===== config.mk =====
export PLATFORM = sky130hd
export DESIGN_NAME = conv_param_loader_flat
export DESIGN_NICKNAME = d
export VERILOG_FILES = /design/src/rtl/conv_param_loader_if.sv /design/src/rtl/conv_param_loader.sv /design/src/flat_wrapper.sv
export SDC_FILE = /design/constraint.sdc
export NUM_CORES = 1
export LEC_CHECK = 0
export CAP_MARGIN = 30
export CORE_UTILIZATION = 60
export CTS_CLUSTER_DIAMETER = 150
export DETAILED_ROUTE_END_ITERATION = 6
export DONT_BUFFER_PORTS = 1
export PLACE_DENSITY_LB_ADDON = 0.15
export SLEW_MARGIN = 10
export SYNTH_ARGS = -nofsm -noshare
export SYNTH_HDL_FRONTEND = slang
export SYNTH_SLANG_ARGS = --single-unit

===== constraint.sdc =====
create_clock -name clk -period 4.6 [get_ports clk]
set_clock_uncertainty 0.15 [all_clocks]
set_input_delay 0.46 -clock clk [delete_from_list [all_inputs] [get_ports clk]]
set_output_delay 0.46 -clock clk [all_outputs]
set_load 0.02 [all_outputs]

===== src/rtl/conv_param_loader_if.sv =====
// Byte-stream handshake plus weight/bias memory write ports of the conv parameter loader.
// slave = loader side, master = host/memory side.
`ifndef PARSIZE
`define PARSIZE 16
`endif

interface conv_param_loader_if #(
    parameter int TAPS    = 9,
    parameter int PARSIZE = `PARSIZE
);
    logic [7:0]              in_data;
    logic                    in_valid;
    logic                    in_ready;
    logic                    wr_w_en;
    logic [11:0]             wr_w_addr;
    logic [TAPS*PARSIZE-1:0] wr_w_data;
    logic                    wr_b_en;
    logic [6:0]              wr_b_addr;
    logic [PARSIZE-1:0]      wr_b_data;

    modport master (
        output in_data, in_valid,
        input  in_ready, wr_w_en, wr_w_addr, wr_w_data, wr_b_en, wr_b_addr, wr_b_data
    );

    modport slave (
        input  in_data, in_valid,
        output in_ready, wr_w_en, wr_w_addr, wr_w_data, wr_b_en, wr_b_addr, wr_b_data
    );
endinterface


===== src/rtl/conv_param_loader.sv =====
// Streams little-endian 16-bit parameters into the conv weight rows and bias entries.
// Optional PARAM_CHECKSUM_EN: one trailing byte checked against the mod-256 sum of the stream.
`ifndef PARSIZE
`define PARSIZE 16
`endif

module conv_param_loader #(
    parameter int W_ROWS = 2576,
    parameter int B_ROWS = 112,
    parameter int TAPS   = 9
) (
    input  logic                 clk,
    input  logic                 rst_n,
    input  logic                 start,
    conv_param_loader_if.slave   bus,
    output logic                 busy,
    output logic                 done,
    output logic                 err
);
    localparam int PW = `PARSIZE;

`ifdef PARAM_CHECKSUM_EN
    typedef enum logic [2:0] {S_IDLE, S_WEIGHT, S_BIAS, S_CHECK, S_DONE} state_t;
`else
    typedef enum logic [2:0] {S_IDLE, S_WEIGHT, S_BIAS, S_DONE} state_t;
`endif

    state_t                 state_reg, state_next;
    logic                   hi_phase_reg;
    logic [7:0]             lo_byte_reg;
    logic [3:0]             tap_cnt_reg;
    logic [11:0]            row_cnt_reg;
    logic [6:0]             bias_cnt_reg;
    logic [(TAPS-1)*PW-1:0] row_buf_reg;
    logic                   wr_w_en_reg, wr_b_en_reg;
    logic [11:0]            wr_w_addr_reg;
    logic [TAPS*PW-1:0]     wr_w_data_reg;
    logic [6:0]             wr_b_addr_reg;
    logic [PW-1:0]          wr_b_data_reg;
    logic                   err_reg;

    logic          accept;
    logic          load_start;
    logic          tap_last, row_last, bias_last;
    logic [PW-1:0] word;

    assign accept     = bus.in_valid && bus.in_ready;
    assign load_start = start && (state_reg == S_IDLE || state_reg == S_DONE);
    assign tap_last   = (tap_cnt_reg == 4'(TAPS - 1));
    assign row_last   = (row_cnt_reg == 12'(W_ROWS - 1));
    assign bias_last  = (bias_cnt_reg == 7'(B_ROWS - 1));
    assign word       = {bus.in_data, lo_byte_reg};

    always_ff @(posedge clk or negedge rst_n) begin
        if (!rst_n) begin
            state_reg <= S_IDLE;
        end else begin
            state_reg <= state_next;
        end
    end

    always_comb begin
        state_next   = state_reg;
        bus.in_ready = 1'b0;
        busy         = 1'b0;
        done         = 1'b0;
        case (state_reg)
            S_IDLE, S_DONE: begin
                done = (state_reg == S_DONE);
                if (start) state_next = S_WEIGHT;
            end
            S_WEIGHT: begin
                bus.in_ready = 1'b1;
                busy         = 1'b1;
                if (accept && hi_phase_reg && tap_last && row_last) state_next = S_BIAS;
            end
            S_BIAS: begin
                bus.in_ready = 1'b1;
                busy         = 1'b1;
                if (accept && hi_phase_reg && bias_last) begin
`ifdef PARAM_CHECKSUM_EN
                    state_next = S_CHECK;
`else
                    state_next = S_DONE;
`endif
                end
            end
`ifdef PARAM_CHECKSUM_EN
            S_CHECK: begin
                bus.in_ready = 1'b1;
                busy         = 1'b1;
                if (accept) state_next = S_DONE;
            end
`endif
            default: state_next = S_IDLE;
        endcase
    end

`ifdef PARAM_CHECKSUM_EN
    logic [7:0] sum_reg;
`endif

    always_ff @(posedge clk or negedge rst_n) begin
        if (!rst_n) begin
            hi_phase_reg  <= 1'b0;
            lo_byte_reg   <= '0;
            tap_cnt_reg   <= '0;
            row_cnt_reg   <= '0;
            bias_cnt_reg  <= '0;
            row_buf_reg   <= '0;
            wr_w_en_reg   <= 1'b0;
            wr_b_en_reg   <= 1'b0;
            wr_w_addr_reg <= '0;
            wr_w_data_reg <= '0;
            wr_b_addr_reg <= '0;
            wr_b_data_reg <= '0;
            err_reg       <= 1'b0;
`ifdef PARAM_CHECKSUM_EN
            sum_reg       <= '0;
`endif
        end else begin
            wr_w_en_reg <= 1'b0;
            wr_b_en_reg <= 1'b0;
            if (load_start) begin
                hi_phase_reg <= 1'b0;
                tap_cnt_reg  <= '0;
                row_cnt_reg  <= '0;
                bias_cnt_reg <= '0;
                err_reg      <= 1'b0;
`ifdef PARAM_CHECKSUM_EN
                sum_reg      <= '0;
`endif
            end else if (accept && (state_reg == S_WEIGHT || state_reg == S_BIAS)) begin
`ifdef PARAM_CHECKSUM_EN
                sum_reg <= sum_reg + bus.in_data;
`endif
                hi_phase_reg <= ~hi_phase_reg;
                if (!hi_phase_reg) begin
                    lo_byte_reg <= bus.in_data;
                end else if (state_reg == S_WEIGHT) begin
                    // Taps shift in from the top so tap 0 ends at the bottom of the row.
                    if (tap_last) begin
                        tap_cnt_reg   <= '0;
                        wr_w_en_reg   <= 1'b1;
                        wr_w_addr_reg <= row_cnt_reg;
                        wr_w_data_reg <= {word, row_buf_reg};
                        if (!row_last) row_cnt_reg <= row_cnt_reg + 12'd1;
                    end else begin
                        tap_cnt_reg <= tap_cnt_reg + 4'd1;
                        row_buf_reg <= {word, row_buf_reg[(TAPS-1)*PW-1:PW]};
                    end
                end else begin
                    wr_b_en_reg   <= 1'b1;
                    wr_b_addr_reg <= bias_cnt_reg;
                    wr_b_data_reg <= word;
                    if (!bias_last) bias_cnt_reg <= bias_cnt_reg + 7'd1;
                end
            end
`ifdef PARAM_CHECKSUM_EN
            else if (accept && state_reg == S_CHECK) begin
                err_reg <= (bus.in_data != sum_reg);
            end
`endif
        end
    end

    assign bus.wr_w_en   = wr_w_en_reg;
    assign bus.wr_w_addr = wr_w_addr_reg;
    assign bus.wr_w_data = wr_w_data_reg;
    assign bus.wr_b_en   = wr_b_en_reg;
    assign bus.wr_b_addr = wr_b_addr_reg;
    assign bus.wr_b_data = wr_b_data_reg;

`ifdef PARAM_CHECKSUM_EN
    assign err = err_reg;
`else
    assign err = 1'b0;
`endif
endmodule

===== src/flat_wrapper.sv =====
// flat-port wrapper written by rule: the top's interface ports become plain ports
module conv_param_loader_flat 
#(
    parameter int W_ROWS = 2576,
    parameter int B_ROWS = 112,
    parameter int TAPS   = 9
)
  (clk, rst_n, start, busy, done, err, bus_in_data, bus_in_valid, bus_in_ready, bus_wr_w_en, bus_wr_w_addr, bus_wr_w_data, bus_wr_b_en, bus_wr_b_addr, bus_wr_b_data);
  conv_param_loader_if #(.TAPS(TAPS)) bus_i ();
  input  logic clk;
  input  logic rst_n;
  input  logic start;
  output logic busy;
  output logic done;
  output logic err;
  input wire logic [$bits(bus_i.in_data)-1:0] bus_in_data;
  input wire logic [$bits(bus_i.in_valid)-1:0] bus_in_valid;
  output wire logic [$bits(bus_i.in_ready)-1:0] bus_in_ready;
  output wire logic [$bits(bus_i.wr_w_en)-1:0] bus_wr_w_en;
  output wire logic [$bits(bus_i.wr_w_addr)-1:0] bus_wr_w_addr;
  output wire logic [$bits(bus_i.wr_w_data)-1:0] bus_wr_w_data;
  output wire logic [$bits(bus_i.wr_b_en)-1:0] bus_wr_b_en;
  output wire logic [$bits(bus_i.wr_b_addr)-1:0] bus_wr_b_addr;
  output wire logic [$bits(bus_i.wr_b_data)-1:0] bus_wr_b_data;
  assign bus_i.in_data = bus_in_data;
  assign bus_i.in_valid = bus_in_valid;
  assign bus_in_ready = bus_i.in_ready;
  assign bus_wr_w_en = bus_i.wr_w_en;
  assign bus_wr_w_addr = bus_i.wr_w_addr;
  assign bus_wr_w_data = bus_i.wr_w_data;
  assign bus_wr_b_en = bus_i.wr_b_en;
  assign bus_wr_b_addr = bus_i.wr_b_addr;
  assign bus_wr_b_data = bus_i.wr_b_data;
  conv_param_loader #(.W_ROWS(W_ROWS), .B_ROWS(B_ROWS), .TAPS(TAPS)) u_core (.clk(clk), .rst_n(rst_n), .start(start), .bus(bus_i), .busy(busy), .done(done), .err(err));
endmodule

# Word level (Yosys, flattened, before mapping)
# Cells that the tools add are included.
[op_classes]
n_eq_ne = 12
mux = 33
add_sub_neg = 3
n_reduce_logical = 24
bitwise = 4
[ops]
columns = ["cell", "n"]
rows = [
  ["2-to-1 mux 12 bit", 6],
  ["2-to-1 mux 7 bit", 5],
  ["2-to-1 mux 4 bit", 5],
  ["AND reduction 5 bit", 3],
  ["2-to-1 mux 1 bit", 13],
  ["adder 12 x 1 -> 12 bit (second input constant)", 1],
  ["equality test 12 bit (second input constant)", 1],
  ["inequality test 2 x 1 -> 1 bit (second input constant)", 5],
  ["2-to-1 mux 3 bit", 3],
  ["case mux 3 bit (3 select lines)", 1],
  ["AND reduction 3 bit", 3],
  ["AND reduction 4 bit", 2],
  ["nonzero test 2 bit", 4],
  ["adder 7 x 1 -> 7 bit (second input constant)", 1],
  ["equality test 7 bit (second input constant)", 1],
  ["logical AND 1 bit", 7],
  ["equality test 3 x 2 -> 1 bit (second input constant)", 2],
  ["adder 4 x 1 -> 4 bit (second input constant)", 1],
  ["equality test 4 bit (second input constant)", 1],
  ["inverter 1 bit", 4],
  ["OR reduction 2 bit", 2],
  ["equality test 3 x 1 -> 1 bit (second input constant)", 1],
  ["zero test 3 bit", 1],
  ["logical OR 1 bit", 2],
  ["inequality test 2 bit (second input constant)", 1],
]
[totals]
reg_bits = 344

# Logic depth before layout (Yosys ltp)
# Gate-level depths: netlist of run 1.
[depth]
depth_word = 9
mapped_depth = 12
mapped_depth_nobuf = 8

# Least setup slack after synthesis of run 1
# Ideal clock, no wire load.
[synth_timing]
kind = "register to register"
start = "register u_core.state_reg[0]"
end = "register u_core.wr_b_data_reg[13], in the netlist u_core.bus.wr_b_data[13]"
path_slack_ps = 2343
t_required_ps = 4325
stages_incl_launch_ff = 9
synth_period_minus_slack_ps = 2257
arrival_ps = 1982
n_path_buf = 3
setup_time_ps = 125
path_cell_list = "dfrtp_1 -> inv_1 -> ha_1 -> buf_4 -> and2_1 -> clkbuf_1 -> nor3_2 -> buf_4 -> mux2_2"
[synth_via]
elab_chain_cells = 6
elab_cells_between_ends = 14
classes_between = "eq/ne (3); mux (1); bitwise (2); reduce/logical (8)"
[synth_rtl]
columns = ["element", "line_no", "source"]
rows = [
  ["start: declaration", "conv_param_loader.sv:28", "state_t state_reg, state_next;"],
  ["start signal: assignment", "conv_param_loader.sv:58", "state_reg <= state_next;"],
  ["equality test 3 x 2 -> 1 bit / equality test 3 x 1 -> 1 bit (equally long branches)", "conv_param_loader.sv:67, conv_param_loader.sv:133, conv_param_loader.sv:140", ""],
  ["OR reduction 2 bit (no line)", "-", ""],
  ["2-to-1 mux 1 bit", "conv_param_loader.sv:67", "case (state_reg)"],
  ["logical AND 1 bit", "conv_param_loader.sv:47", "assign accept = bus.in_valid && bus.in_ready;"],
  ["logical AND 1 bit", "conv_param_loader.sv:133", "end else if (accept && (state_reg == S_WEIGHT || state_reg == S_BIAS)) begin"],
  ["AND reduction 4 bit (no line) (*)", "-", ""],
  ["end signal: assignment", "conv_param_loader.sv:155", "wr_b_data_reg <= word;"],
  ["end: declaration", "conv_param_loader.sv:39", "logic [PW-1:0] wr_b_data_reg;"],
]
# Mark *: on every way between the ends. The rest lies on a longest branch, timed or not.
# A chain may end at the register's enable or synchronous reset.

# Worst setup path after layout of run 1
[layout_timing]
start = "register u_core.state_reg[0]"
end = "register u_core.wr_w_data_reg[5], in the netlist u_core.bus.wr_w_data[5]"
[layout_via]
elab_chain_cells = 6
elab_cells_between_ends = 13
classes_between = "eq/ne (3); mux (1); bitwise (1); reduce/logical (8)"
[layout_rtl]
columns = ["element", "line_no", "source"]
rows = [
  ["equality test 3 x 2 -> 1 bit / equality test 3 x 1 -> 1 bit (equally long branches)", "conv_param_loader.sv:67, conv_param_loader.sv:133, conv_param_loader.sv:140", ""],
  ["OR reduction 2 bit (no line)", "-", ""],
  ["2-to-1 mux 1 bit", "conv_param_loader.sv:67", ""],
  ["logical AND 1 bit", "conv_param_loader.sv:47", ""],
  ["logical AND 1 bit", "conv_param_loader.sv:133", ""],
  ["AND reduction 5 bit (no line) (*)", "-", ""],
  ["end signal: assignment", "conv_param_loader.sv:146", "wr_w_data_reg <= {word, row_buf_reg};"],
  ["end: declaration", "conv_param_loader.sv:37", "logic [TAPS*PW-1:0] wr_w_data_reg;"],
]
# Marks and branches as above.

==> flow_summary_export.csv, run 1 <==
group,metric,value,unit
status,outcome,"finished, violations left",
status,violations,"hold timing",
worst_setup_path,path_max_fanout,96,
layout,nets,1177,
clock_tree,cts_buffers,35,
layout,final_core_util,67.17,%
worst_setup_path,regToRegStartpoint,"u_core.state_reg[0]",
routing,finalWirelength,26.50,mm
clock_tree,cts_hold_buf,10,
routing,wire_per_inst,18.12,microns
yosys,yosysWarnings,0,
worst_setup_path,arrival,3.28,ns
worst_setup_path,path_class,"flip-flop to flip-flop",
die,core_area,0.02189,sq mm
die,dieArea,0.02298,sq mm
placement,dp_cells,1390,
sta,max_freq,0.3345,GHz
routing,remaining_drc_errors,0,
power_and_ir_drop,power_frac_seq,51.1,%
placement,hpwl,16.49,mm
sta,grt_setup_unrepaired,"false",
yosys,synth_ff_type,"dfrtp_1",
routing,drt_pass1_iterations,4,
die,rows,54,
sta,finalHoldViolCount,343,
sta,finalSetupViolCount,0,
sta,post-route-period-util,65.00,%
die,pin_count,197,
yosys,ys_types,44,
global_route,grt_start_max_net_pins,344,
run,max_cap_viol_count,0,
sta,hold_slack,-0.4941,ns
sta,worst-slew-pin-transition,0.9011,ns
global_route,grt_usage,23.44,%
clock_tree,htree_levels,2,
yosys,synth-async-reset-ratio,100.0,%
layout,design_area,0.01470,sq mm
yosys,synth.ff_latch_count,343,
placement,gp_congestion,0.8036,
placement,port_buffers,0,
power_and_ir_drop,internal_power,5.519,mW
power_and_ir_drop,p_leak,7.840,nW
yosys,synth-edff-count,0,
global_route,grt_pass1_wl,41.92,mm
sta,fin_crit,2.990,ns
layout,largest_register_ffs,144,
clock_tree,clockBufferDepth,3,
yosys,synthesis.nets,1182,
yosys,syn_avg_cell_area,11.55,sq um
sta,fin_setup_tns,0,ns
die,die_h,151.6,microns
clock_tree,post_cts_resized,0,
layout,finalNonFillerCells,1463,
layout,final_cell_mix,"480 x nand2_1, 343 x dfrtp_1, 160 x mux2_2",
sta,finalMaxSlewViolations,0,
power_and_ir_drop,ir_worst_vdd,0.4419,mV
layout,areaGrowthSynthToFinish,9.525,%
worst_setup_path,cp-start-kind,"flip-flop",
yosys,syn_inst,1162,
die,fp.dieW,151.6,microns
power_and_ir_drop,power.switching,1.915,mW
clock_tree,root_buffer,"clkbuf_16",
power_and_ir_drop,power_frac_comb,11.0,%
routing,viasPerCell,5.415,
yosys,synth_area,0.01343,sq mm
global_route,grt_pass1_vias,7685,
worst_setup_path,rrSetupSlack,1.61,ns
die,start_util,61.33,%
clock_tree,clk_latency,0.50,ns
power_and_ir_drop,clockPowerShare,37.9,%
worst_setup_path,crit_start,"u_core.state_reg[0]",
placement,place_ws,1.608,ns
power_and_ir_drop,swShare,25.76,%
routing,antenna_left,0,
global_route,antenna_found_initial,0,
clock_tree,postCtsSetupRepairBufs,0,
layout,diodes,0,
layout,drive_above_1_share,19.70,%
clock_tree,clk_pin_slew_worst_paths,0.06,ns
hold_path,hp-class,"input pin to asynchronous set/reset pin",
clock_tree,numClockSinks,343,
placement,dpl_cell_area,0.01344,sq mm
routing,vias,7922,
worst_setup_path,endpoint_kind,"flip-flop",
sta,slew_headroom,39.93,%
yosys,synth-seq-area-share,63.93,%
sta,finalWorstSetupSlack,1.610,ns
global_route,overflow,0,
clock_tree,cts_tree,"yes",
layout,final_common_cell,"nand2_1",
routing,drt_iter0_markers,370,
worst_setup_path,cp.required,4.89,ns
power_and_ir_drop,pwr_density_cell,505.5,mW/mm^2
[critical path: stages, from the launching register on]
cell and delay [ns]:
dfrtp_1 0.40, inv_1 0.08, ha_1 0.40, nand4b_4 0.23
or2_4 0.40, inv_6 0.55, buf_4 0.47, nand2_1 0.12
nand2_1 0.07
[power by group through the flow]
| stage | Sequential, mW | Clock, mW | Combinational [mW] |
|---|---|---|---|
| after global routing | 3.85 | 3.00 | 0.889 |
| after global placement | 3.85 | 0 | 0.780 |
| after floorplan | 3.71 | 0 | 0.745 |
| final | 3.80 | 2.82 | 0.818 |
| after detailed placement | 3.86 | 0 | 0.811 |
| after CTS | 3.80 | 2.88 | 0.825 |
[worst paths after layout]
kind                                            endpoint  cells past startpoint
min in group clk                   u_core.tap_cnt_reg[0]                      3
worst min-delay path              u_core.row_buf_reg[17]                      0
worst max register to register   u_core.bus.wr_w_data[5]                      8
worst min register to register  u_core.bus.wr_w_data[10]                      2
max in group asynchronous         u_core.bias_cnt_reg[3]                      0
worst max-delay path             u_core.bus.wr_w_data[5]                      8
[through the flow]
step	hold slack [ns]	total power [mW]
after floorplan	0.01441	4.455
after global routing	-0.5141	7.739
after CTS	-0.5114	7.509
after detailed placement	0.02369	4.667
after global placement	0.02316	4.626
final	-0.4941	7.433
[per-layer routing]
metal,track usage (%),part of all wire [%],up-vias
met2,35.82,46,202
met5,0,0,-
met4,7.228,2.2,0
met3,7.575,8.4,41
li1,-,-,3755
met1,32.05,43,3924
[Yosys cell counts, types with 4 or more instances]
cell type / number / area share, %
a21oi_1: 7 / 0.26
nand4_1: 4 / 0.19
buf_6: 23 / 1.9
xor2_1: 4 / 0.26
nor2_1: 17 / 0.48
nand2_1: 480 / 13
and3_1: 4 / 0.19
o31ai_1: 5 / 0.28
o21ai_0: 9 / 0.34
mux2_2: 160 / 13
clkbuf_1: 17 / 0.48
ha_1: 8 / 0.75
buf_4: 7 / 0.39
xnor2_1: 5 / 0.33
nand3_1: 19 / 0.71
inv_1: 6 / 0.17
buf_2: 11 / 0.41
dfrtp_1: 343 / 64
[logic make-up (layout without fill, tap and decap cells)]
family / after synthesis / after routing / synth area share, %
buf+inv: 66 / 87 / 3.430
fa+ha+maj: 8 / 8 / 0.7456
simple gates: 543 / 543 / 16.27
compound gates: 29 / 29 / 1.361
flops: 343 / 343 / 63.93
other cells: 1 / 1 / 0.02793
mux: 163 / 163 / 13.64
xor+xnor: 9 / 9 / 0.5871
[final cells by class]
cell class	count	area [sq um]
multi-input combinational	753	4403
fill	1649	7187
timing repair buffer	17	172.7
sequential	343	8583
tap	280	350.3
clock buffer	52	1052
clock inverter	11	111.4
inverter	7	31.28
No activity file was read; power rests on OpenSTA's default activity.
==> run 2: changes to the inputs <==
- CORE_UTILIZATION: 60 -> 57
- clock period: 4.6 -> 2.6 ns (I/O delays scaled with it)
==> flow_summary_export.csv, run 2 (same netlist as run 1, synthesis figures left out) <==
group,metric,value,unit
status,outcome,"finished, violations left",
status,violations,"hold timing",
worst_setup_path,cp.required,2.83,ns
routing,vias,8040,
layout,drive_above_1_share,20.12,%
die,core_area,0.02285,sq mm
sta,max_freq,0.4041,GHz
die,start_util,58.76,%
placement,hpwl,17.03,mm
layout,diodes,0,
worst_setup_path,crit_slowest_cell,"dfrtp_1",
layout,multi_input_area,0.004413,sq mm
power_and_ir_drop,ir_worst_vdd,0.6587,mV
die,pin_count,197,
sta,fin_setup_tns,0,ns
run,max_cap_viol_count,0,
layout,largest_register_ffs,144,
global_route,grt_pass1_vias,8243,
worst_setup_path,worstRegToRegCells,7,
global_route,grt_start_max_net_pins,344,
routing,viasPerCell,5.339,
clock_tree,root_buffer,"clkbuf_16",
die,die_h,155.5,microns
sta,worst-slew-pin-transition,0.6634,ns
worst_setup_path,path_max_fanout,37,
sta,finalHoldViolCount,343,
sta,finalMaxSlewViolations,0,
placement,dp_cells,1434,
worst_setup_path,crit_chain,"inv_1, ha_1, buf_4, and3b_1, nand3_4, buf_12, mux2_2",
sta,grt_setup_unrepaired,"false",
worst_setup_path,endpoint_kind,"flip-flop",
global_route,antenna_found_initial,0,
clock_tree,clk_pin_slew_worst_paths,0.06,ns
power_and_ir_drop,pwr_density_cell,893.7,mW/mm^2
die,dieArea,0.02417,sq mm
layout,design_area,0.01490,sq mm
global_route,overflow,0,
sta,slew_headroom,55.77,%
layout,finalNonFillerCells,1506,
sta,post-route-period-util,95.18,%
routing,drt_pass1_iterations,4,
global_route,grt_usage,23.15,%
clock_tree,clockBufferDepth,3,
worst_setup_path,cp-start-kind,"flip-flop",
clock_tree,htree_levels,2,
sta,fin_crit,2.475,ns
placement,gp_congestion,0.7846,
clock_tree,postCtsSetupRepairBufs,0,
routing,antenna_left,0,
sta,finalWorstSetupSlack,0.1253,ns
die,fp.dieW,155.5,microns
layout,nFillCells,1807,
layout,final_cell_mix,"480 x nand2_1, 343 x dfrtp_1, 160 x mux2_2",
layout,final_common_cell,"nand2_1",
clock_tree,cts_tree,"yes",
global_route,grt_pass1_wl,44.09,mm
routing,drt_iter0_markers,521,
placement,place_ws,0.08652,ns
worst_setup_path,cpPeakStageDelay,0.40,ns
worst_setup_path,cp.depth,7,
hold_path,hp-class,"input pin to asynchronous set/reset pin",
routing,finalWirelength,26.95,mm
sta,hold_slack,-0.6765,ns
clock_tree,clk_latency,0.51,ns
placement,dpl_cell_area,0.01363,sq mm
die,rows,55,
clock_tree,numClockSinks,343,
routing,remaining_drc_errors,0,
power_and_ir_drop,p_leak,7.913,nW
routing,wire_per_inst,17.90,microns
worst_setup_path,path_class,"flip-flop to flip-flop",
layout,regArea,0.008583,sq mm
clock_tree,cts_hold_buf,10,
clock_tree,cts_buffers,36,
worst_setup_path,arrival,2.71,ns
worst_setup_path,crit_buf_inv,3,
layout,areaGrowthSynthToFinish,10.99,%
layout,nets,1190,
sta,finalSetupViolCount,0,
placement,port_buffers,0,
power_and_ir_drop,p_total,13.32,mW
worst_setup_path,cp_top_family,"simple AND/OR/NAND/NOR gates",
==> run 2: cell count changes in the layout (fill, tap and decap cells not counted), sizes merged <==
| cell | before | now |
|---|---|---|
| clkinvlp | 1 | 0 |
| bufinv | 2 | 3 |
| clkbuf | 52 | 53 |
| nand3 | 19 | 20 |
| clkinv | 8 | 4 |
| buf | 7 | 18 |
| inv | 7 | 8 |
==> run 2: area by class of cell <==
type                    count  share of cell area (%)
well taps                 313                   2.628
repair buffers             28                   2.192
inverters                   7                  0.2099
multi-input cells         754                   29.62
clock inverters             8                  0.7977
clock buffers              53                   6.953
flip-flops and latches    343                   57.60
==> run 2: repair_timing <==
item                                   4_1_cts  5_1_grt
endpoints found under the hold margin      381      343
resized for setup                            0        1
setup endpoints to repair                    0      119
==> run 2: stage by stage <==
step / hold slack [ns] / utilization, %
floorplan: -0.1856 / -
global placement: -0.1720 / 59.67
detailed placement: -0.1740 / 59.67
CTS: -0.7027 / 65.16
global route: -0.7052 / 65.22
finish: -0.6765 / 65.22
==> run 2: per-layer routing <==
layer | GRT usage, % | vias up | wire length (microns)
li1 | - | 3773 | -
met1 | 31.22 | 4037 | 11570
met2 | 36.84 | 191 | 12820
met3 | 6.379 | 39 | 2024
met4 | 6.863 | 0 | 538
met5 | 0 | - | 0
==> run 2: worst paths after layout <==
check / start / end / slack [ns]
max: u_core.state_reg[0] / u_core.row_buf_reg[67] / 0.13
min: rst_n / u_core.bus.wr_w_data[2] / -0.68
max reg2reg: u_core.state_reg[0] / u_core.row_buf_reg[67] / 0.13
min reg2reg: u_core.row_buf_reg[8] / u_core.bus.wr_w_data[8] / 0.31
max in group asynchronous: rst_n / u_core.bias_cnt_reg[0] / 2.55
min in group clk: start / u_core.row_cnt_reg[1] / 0.03
==> run 2: where the power goes <==
group / internal, mW / switching, mW / leakage, nW
Clock: 3.05 / 1.97 / 0.567
Combinational: 0.881 / 0.694 / 2.65
Sequential: 5.97 / 0.749 / 4.70
Total: 9.90 / 3.42 / 7.91
